===== config.mk =====
export PLATFORM = sky130hd
export DESIGN_NAME = daq_intr_gen
export DESIGN_NICKNAME = d
export VERILOG_FILES = /design/src/rtl/daq_intr_gen.sv
export SDC_FILE = /design/constraint.sdc
export NUM_CORES = 1
export LEC_CHECK = 0
export ABC_AREA = 1
export CAP_MARGIN = 20
export CORE_ASPECT_RATIO = 1.75
export CORE_MARGIN = 2
export CORE_UTILIZATION = 55
export DETAILED_ROUTE_END_ITERATION = 12
export PLACE_DENSITY = 0.79
export SYNTH_ARGS = -nofsm -noshare
export SYNTH_HDL_FRONTEND = slang
export SYNTH_SLANG_ARGS = --single-unit

===== constraint.sdc =====
create_clock -name clk -period 2.75 [get_ports clk]
set_input_delay 0.55 -clock clk [delete_from_list [all_inputs] [get_ports clk]]
set_output_delay 0.55 -clock clk [all_outputs]
set_load 0.01 [all_outputs]

===== src/rtl/daq_intr_gen.sv =====
// daq_intr_gen: counts packet words, queues packet lengths and raises a held
// interrupt per packet until the MCU acknowledges, then enforces a low gap.
module daq_intr_gen #(
  parameter int PKT_WORDS = 1024,
  parameter int CNT_W     = 16,
  parameter int MIN_HIGH  = 4,
  parameter int MIN_LOW   = 4,
  parameter int MAX_PEND  = 7
) (
  input  logic             clk,
  input  logic             rst_n,
  input  logic             wr_en,
  input  logic             frame_start,
  input  logic             rd_ack,
  output logic             intr_out,
  output logic [3:0]       pend_cnt,
  output logic [CNT_W-1:0] pkt_len,
  output logic             ovf
);
  localparam logic [1:0] IDLE = 2'd0, ASSERT = 2'd1, WAIT_ACK = 2'd2, GAP = 2'd3;
  localparam int PTR_W   = MAX_PEND > 1 ? $clog2(MAX_PEND) : 1;
  localparam int TMR_MAX = MIN_HIGH > MIN_LOW ? MIN_HIGH : MIN_LOW;
  localparam int TMR_W   = $clog2(TMR_MAX + 1);

  logic             r_ack_s1, r_ack_s2, r_ack_s3, r_ack_lat;
  logic [CNT_W-1:0] r_word_cnt, r_len;
  logic [CNT_W-1:0] r_mem [MAX_PEND];
  logic [PTR_W-1:0] r_wr, r_rd;
  logic [3:0]       r_pend;
  logic [1:0]       r_state;
  logic [TMR_W-1:0] r_tmr;
  logic             r_intr, r_ovf;
  logic             w_wrap, w_flush, w_enq, w_push, w_ack_ev, w_ack_any;
  logic             w_hi_done, w_lo_done, w_deq;
  logic [CNT_W-1:0] w_inc, w_enq_len;

  function automatic logic [PTR_W-1:0] nxt(input logic [PTR_W-1:0] p);
    return p == PTR_W'(MAX_PEND - 1) ? '0 : p + 1'b1;
  endfunction

  always_comb begin
    w_inc     = {{(CNT_W-1){1'b0}}, wr_en};
    w_wrap    = r_word_cnt == CNT_W'(PKT_WORDS - 1);
    w_flush   = frame_start && r_word_cnt != '0;
    w_enq     = w_flush || (wr_en && w_wrap);
    w_enq_len = w_flush ? r_word_cnt + w_inc : CNT_W'(PKT_WORDS);
    w_push    = w_enq && r_pend != 4'(MAX_PEND);
    w_ack_ev  = r_ack_s2 && !r_ack_s3;
    w_ack_any = w_ack_ev || r_ack_lat;
    w_hi_done = r_tmr == TMR_W'(MIN_HIGH - 1);
    w_lo_done = r_tmr == TMR_W'(MIN_LOW - 1);
    w_deq     = w_ack_any && (r_state == WAIT_ACK || (r_state == ASSERT && w_hi_done));
  end

  always_ff @(posedge clk or negedge rst_n) begin
    if (!rst_n) begin
      r_ack_s1   <= 1'b0;
      r_ack_s2   <= 1'b0;
      r_ack_s3   <= 1'b0;
      r_word_cnt <= '0;
      r_ovf      <= 1'b0;
      r_pend     <= '0;
      r_wr       <= '0;
      r_rd       <= '0;
    end else begin
      r_ack_s1   <= rd_ack;
      r_ack_s2   <= r_ack_s1;
      r_ack_s3   <= r_ack_s2;
      r_word_cnt <= w_enq ? '0 : r_word_cnt + w_inc;
      r_ovf      <= r_ovf || (w_enq && !w_push);
      r_pend     <= r_pend + 4'(w_push) - 4'(w_deq);
      r_wr       <= w_push ? nxt(r_wr) : r_wr;
      r_rd       <= w_deq ? nxt(r_rd) : r_rd;
    end
  end

  always_ff @(posedge clk) begin
    if (w_push) r_mem[r_wr] <= w_enq_len;
  end

  // A full MIN_HIGH window with an ack already latched drops straight into GAP
  always_ff @(posedge clk or negedge rst_n) begin
    if (!rst_n) begin
      r_state   <= IDLE;
      r_tmr     <= '0;
      r_ack_lat <= 1'b0;
      r_intr    <= 1'b0;
      r_len     <= '0;
    end else begin
      case (r_state)
        IDLE: if (r_pend != '0) begin
          r_state <= ASSERT;
          r_intr  <= 1'b1;
          r_tmr   <= '0;
          r_len   <= r_mem[r_rd];
        end
        ASSERT: begin
          r_tmr     <= w_hi_done ? '0 : r_tmr + 1'b1;
          r_ack_lat <= w_ack_any && !w_hi_done;
          if (w_hi_done) begin
            r_state <= w_ack_any ? GAP : WAIT_ACK;
            r_intr  <= !w_ack_any;
          end
        end
        WAIT_ACK: if (w_ack_any) begin
          r_state <= GAP;
          r_intr  <= 1'b0;
          r_tmr   <= '0;
        end
        GAP: begin
          r_tmr   <= r_tmr + 1'b1;
          r_state <= w_lo_done ? IDLE : GAP;
        end
      endcase
    end
  end

  assign intr_out = r_intr;
  assign pend_cnt = r_pend;
  assign pkt_len  = r_len;
  assign ovf      = r_ovf;
endmodule

==> reports/qor.yml, run 1 <==
drtIter0Drc: 553
synth_cells: 655
cp_max_fo: 5
hold_viol: 0
cts_sinks: 165
critPathKind: "reg -> reg"
vias: 4992
finalCriticalPeriod_ns: 2.44
die_w_um: 90.0
grt_max_degree: 36
r2r_start: "r_state[1]$_DFFE_PN0P_"
power_leakage_uw: 0.00321
status: "completed"
crit_slowest_cell: "dfrtp_1"
synth_area_leaders: "edfxtp_1 (47%), dfrtp_1 (19%), nor2_1 (6.7%), nand2_1 (6.3%), ha_1 (2.8%)"
htree_levels: 4
ys_ff_latch: 165
synthesis.area_um2: 7120
relSlewSlack: 0.538
fillers: 990
antenna_found_initial: 0
worstMarginPinSlew_ns: 0.693
internal_power_uw: 5640
fin_crit_sh: 0.886
postCtsHoldBufs: 0
post-cts-setup-buffers: 0
num_rows: 55
yosys.cell_types.count: 32
finalSetupViolCount: 0
grt.met1_usage: 0.255
ir_worst_vdd_v: 0.000681
syn-num-nets: 677
seq_power_share: 0.393
clockBufferDepth: 2
clkPwrFrac: 0.262
fin_tns_setup_ns: 0
critPathMostFrequentCell: "inv_1"
grt_overflow: 0
seq_area_um2: 4690
finalWirelength_um: 15800
wl_per_cell_um: 18.1
cts_tree: "yes"
synthTopCellsByCount: "nor2_1 (127), nand2_1 (120), edfxtp_1 (112)"
dp_hpwl_um: 9610
setup.worst_path.start: "r_state[1]$_DFFE_PN0P_"
post_cts_resized: 0
io_pins: 27
grtUsageMet3: 0.0516
cp.buffers_inverters: 4
portBuffers: 26
power_switching_uw: 3220
power_frac_comb: 0.346
avgSynthCellArea_um2: 10.9
async_reset_ff_frac: 0.321
synth_edf_count: 112
grtUsageTotal: 0.238
drtPass1Iterations: 5
layout-drive-gt1-share: 0.112
r2r_slack_ns: 0.31
fmax_mhz: 410
clkLatencyLatePin_ns: 0.43
busiest_layer: "met2"
critPathLaunchType: "flop"
hp-class: "in -> async"
vias_per_cell: 5.70
switching_share: 0.364
clkSlewWorstSetupHoldPaths_ns: 0.06
synth.top_cell.area_share: 0.472
ys_seq_area_frac: 0.658
finalClockSkew_ns: 0.0133
grt_pass1_wl_um: 25300
multi_input_area_um2: 2140
cp.arrival_ns: 2.75
grt.met2_usage: 0.434
die_area_um2: 13900
post-route-util: 0.638
ys.warnings.count: 0
synth.most_common_cell: "nor2_1"
power_density_nw_per_um2: 1090
path_delay_family: "adder cells"
start_util: 0.557
crit_chain: "inv_1 > ha_1 > inv_1 > o21bai_1 > nand2_1 > inv_1 > ha_1 > inv_1 > ha_1 > fa_1 > xor2_1"
die_h_um: 155
cts_buffers: 17
grt_pass1_vias: 5110
grt_setup_unrepaired: "no"
worstPathRequired_ns: 3.06
yosysTopAreaCell: "edfxtp_1"
drcViolationCount: 0
gp_congestion: 0.890
fin_nets: 714
crit_path_max_incr_delay_ns: 0.41
drv_slew: 0
coreArea_um2: 12800
antenna_left: 0
drv_cap: 0
area_delta_synth_final_pct: 14.6
cts-root-buf: "clkbuf_16"
endpoint_kind: "flop"
antennaDiodeCount: 0
synthFlopType: "edfxtp_1"
## state kept, by name, indices dropped and copies added (netlist names)
register / flops
r_rd: 3
ovf: 1
r_ack_s2: 1
r_word_cnt: 16
r_state: 2
r_tmr: 3
r_ack_s3: 1
r_mem: 112
r_ack_lat: 1
r_wr: 3
pend_cnt: 4
intr_out: 1
pkt_len: 16
r_ack_s1: 1
## metal layers
metal  share of wire  wire length (um)
met4           0.038               597
met3           0.067              1050
met2            0.55              8720
met5               0                 0
met1            0.34              5450
## per-stage QoR
step | cell area [um2] | worst slack (ns) | hold slack, ns | cells | power [uW]
2_1_floorplan | 7120 | 0.557 | 0.254 | 655 | 5520
3_3_place_gp | 7580 | 0.264 | 0.335 | 844 | 6420
3_5_place_dp | 7580 | 0.177 | 0.337 | 844 | 6560
4_1_cts | 8160 | 0.340 | 0.123 | 876 | 8910
5_1_grt | 8160 | 0.160 | 0.149 | 876 | 9380
6_report | 8160 | 0.312 | 0.115 | 876 | 8860
## power by group through the flow
stage | logic (uW) | registers [uW] | clock network [uW]
finish | 3060 | 3480 | 2320
global route | 3420 | 3530 | 2430
CTS | 3090 | 3480 | 2340
detailed placement | 3040 | 3520 | 0
global placement | 2930 | 3490 | 0
floorplan | 2030 | 3490 | 0
## worst paths after layout
kind / end / depth (start not counted)
setup / recovery: pend_cnt[2]$_DFF_PN0_ / 11
hold / removal: pend_cnt[3]$_DFF_PN0_ / 1
max in group asynchronous: r_word_cnt[9]$_DFF_PN0_ / 2
setup reg to reg: pend_cnt[2]$_DFF_PN0_ / 11
hold reg to reg: r_ack_s2$_DFF_PN0_ / 0
min in group clk: r_ack_s2$_DFF_PN0_ / 0
## worst reg2reg max path: stages (launching register included)
cell and delay (ns):
dfrtp_1 0.41, inv_1 0.11, ha_1 0.23, inv_1 0.12, o21bai_1 0.09, nand2_1 0.13, inv_1 0.13, ha_1 0.31
inv_1 0.04, ha_1 0.20, fa_1 0.39, xor2_1 0.17
## cell type report
| type | count | share of cell area |
|---|---|---|
| clock buffer | 18 | 0.0526 |
| clock inverter | 14 | 0.0184 |
| inverter | 38 | 0.0175 |
| multi-input combinational | 427 | 0.262 |
| sequential | 165 | 0.574 |
| tap | 171 | 0.0262 |
| timing repair buffer | 43 | 0.0484 |
## placed cells by master, fill, tap and decap left out, types with 2 or more instances in the layout
cell type and count:
a21oi_1 34, a22oi_1 9, buf_4 16, bufinv_16 2, clkbuf_16 17, clkdlybuf4s50_1 25, clkinv_2 3, clkinv_4 3
dfrtp_1 53, edfxtp_1 112, ha_1 16, inv_1 30, inv_2 8, inv_6 3, nand2_1 120, nand2_2 6
nand2_4 3, nand3_1 36, nand4_1 2, nor2_1 127, nor2_2 10, nor3_2 2, o211ai_1 8, o21ai_0 29
o21bai_1 2, xnor2_1 7, xor2_1 9
## cell families (layout without fill, tap and decap cells)
| kind of cell | after synthesis | in the layout | share of synthesized area |
|---|---|---|---|
| AND/OR/NAND/NOR | 309 | 309 | 0.183 |
| XOR/XNOR | 16 | 16 | 0.0197 |
| flip-flops | 165 | 165 | 0.658 |
| adder cells (fa/ha/maj) | 17 | 17 | 0.0309 |
| buffers and inverters | 63 | 113 | 0.0411 |
| AO/OA/AOI/OAI | 85 | 85 | 0.0674 |
Power figures use the tool's default switching activity.
==> run 2: changes to the inputs <==
- CORE_MARGIN: 2 -> unset
- CTS_CLUSTER_SIZE: unset -> 16
==> run 2 against run 1 <==
Against the previous run: clock power rose by 4%; sequential power about the same; sequential cell count unchanged; largest power group unchanged; global-route usage is 1.4 points higher; count of clock-buffer cells in the layout increased by 6; final cell count down 0.11%; fmax rose by 3.5%; critical endpoint unchanged; non-clock buffer count up 2; highest routed layer unchanged; die area fell by 3.5%.
==> reports/qor.yml, run 2 (synthesis gave the netlist of run 1 again) <==
status: "completed"
cts_buffers: 17
coreArea_um2: 12600
ir_worst_vdd_v: 0.000704
gp_congestion: 0.949
power_leakage_uw: 0.00323
fin_nets: 716
postCtsHoldBufs: 0
grt_pass1_wl_um: 24900
die_h_um: 153
cts-root-buf: "clkbuf_16"
die_w_um: 88.0
drv_slew: 0
portBuffers: 26
critPathLaunchType: "flop"
relSlewSlack: 0.574
clockBufferDepth: 2
layout-drive-gt1-share: 0.112
grtUsageTotal: 0.252
hp-class: "in -> async"
most-common-layout-cells: "nor2_1 (127), nand2_1 (120), edfxtp_1 (112), dfrtp_1 (53), nand3_1 (36)"
grt_overflow: 0
hold_slack_ns: 0.112
cts_sinks: 165
pre_cts_slack_ns: 0.132
fmax_mhz: 424
die_area_um2: 13400
num_rows: 54
critPathKind: "reg -> reg"
met2WireLength_um: 8360
grt_max_degree: 36
cts_tree: "yes"
start_util: 0.567
final_common_cell: "nor2_1"
power_density_nw_per_um2: 1090
clkLatencyLatePin_ns: 0.42
finalSetupViolCount: 0
fillers: 921
worstPathRequired_ns: 3.06
highest_layer: "met4"
hold_viol: 0
regMostFlops: "r_mem"
wl_met1_um: 5740
antennaDiodeCount: 0
finalCriticalPeriod_ns: 2.36
worstMarginPinSlew_ns: 0.638
wl_per_cell_um: 17.7
crit_path_max_incr_delay_ns: 0.40
area_delta_synth_final_pct: 14.9
fin_tns_setup_ns: 0
dp_hpwl_um: 10000
finalWirelength_um: 15500
largest_reg_flops: 112
power.total_uw: 8950
clkSlewWorstSetupHoldPaths_ns: 0.06
r2r_slack_ns: 0.39
crit_slowest_cell: "dfrtp_1"
endpoint_kind: "flop"
finalClockSkew_ns: 0.00933
layout_setup_ws_ns: 0.394
htree_levels: 4
drtPass1Iterations: 5
post-cts-setup-buffers: 0
cp_max_fo: 5
crit_chain: "inv_1 > ha_1 > inv_1 > o21bai_1 > nand2_1 > inv_1 > ha_1 > inv_1 > ha_1 > fa_1 > xor2_1"
cp.arrival_ns: 2.67
fin_crit_sh: 0.857
critPathMostFrequentCell: "inv_1"
io_pins: 27
grt_setup_unrepaired: "no"
antenna_found_initial: 0
wl_met3_um: 967
vias: 4949
grt_pass1_vias: 5035
drtIter0Drc: 438
antenna_left: 0
vias_per_cell: 5.66
drv_cap: 0
post_cts_resized: 0
drcViolationCount: 0
## run 2: cell types whose count changed in the layout (fill, tap and decap cells not counted), sizes merged
cell    previous run  this run
buf               18        20
inv               42        39
clkbuf            18        24
bufinv             2         3
clkinv             7         3
## run 2: area by class of cell
class                      count  area, um2  area share
sequential                   165       4690       0.573
clock inverter                 8        125      0.0153
clock buffer                  24        482      0.0588
timing repair buffer          45        398      0.0486
inverter                      38        143      0.0174
multi-input combinational    427       2140       0.262
tap                          168        210      0.0257
## run 2: path summary, 6_finish.rpt
kind	startpoint	endpoint	depth (start not counted)
setup / recovery	r_state[1]$_DFFE_PN0P_	pend_cnt[2]$_DFF_PN0_	11
setup reg to reg	r_state[1]$_DFFE_PN0P_	pend_cnt[2]$_DFF_PN0_	11
hold / removal	rst_n	intr_out$_DFFE_PN0P_	1
max in group asynchronous	rst_n	r_word_cnt[8]$_DFF_PN0_	2
min in group clk	r_ack_s1$_DFF_PN0_	r_ack_s2$_DFF_PN0_	0
hold reg to reg	r_ack_s1$_DFF_PN0_	r_ack_s2$_DFF_PN0_	0
## run 2: worst max-delay path, delay by kind of cell (launching register included)
kind,cells,cell delay (ns)
DFF,1,0.40
adders and majority gates,4,1.10
AOI/OAI and AO/OA,1,0.08
and+or+nand+nor,1,0.11
buffers and inverters,4,0.40
xor gates and xnor gates,1,0.16
## run 2: per-stage QoR
stage               std cells   util  cell area (um2)
finish                    875  0.652             8190
global route              875  0.652             8190
CTS                       875  0.652             8190
detailed placement        843  0.603             7580
global placement          843  0.603             7580
floorplan                 655      -             7120
## run 2: power breakdown
part / internal [uW] / total, uW / switching, uW
combinational: 1120 / 3070 / 1950
clock: 1500 / 2410 / 909
sequential: 3180 / 3470 / 290
total: 5810 / 8950 / 3150
## run 2: per-layer routing
metal / global-route usage / up-vias
met5: 0 / -
met4: 0.123 / 0
met3: 0.0553 / 38
met2: 0.433 / 223
met1: 0.293 / 2411
li1: - / 2277
==> run 3: changes to the inputs <==
- ABC_CLOCK_PERIOD_IN_PS: unset -> 2750
==> results of run 3 <==
Final layout, timing and power as in run 2 (identical DEF).
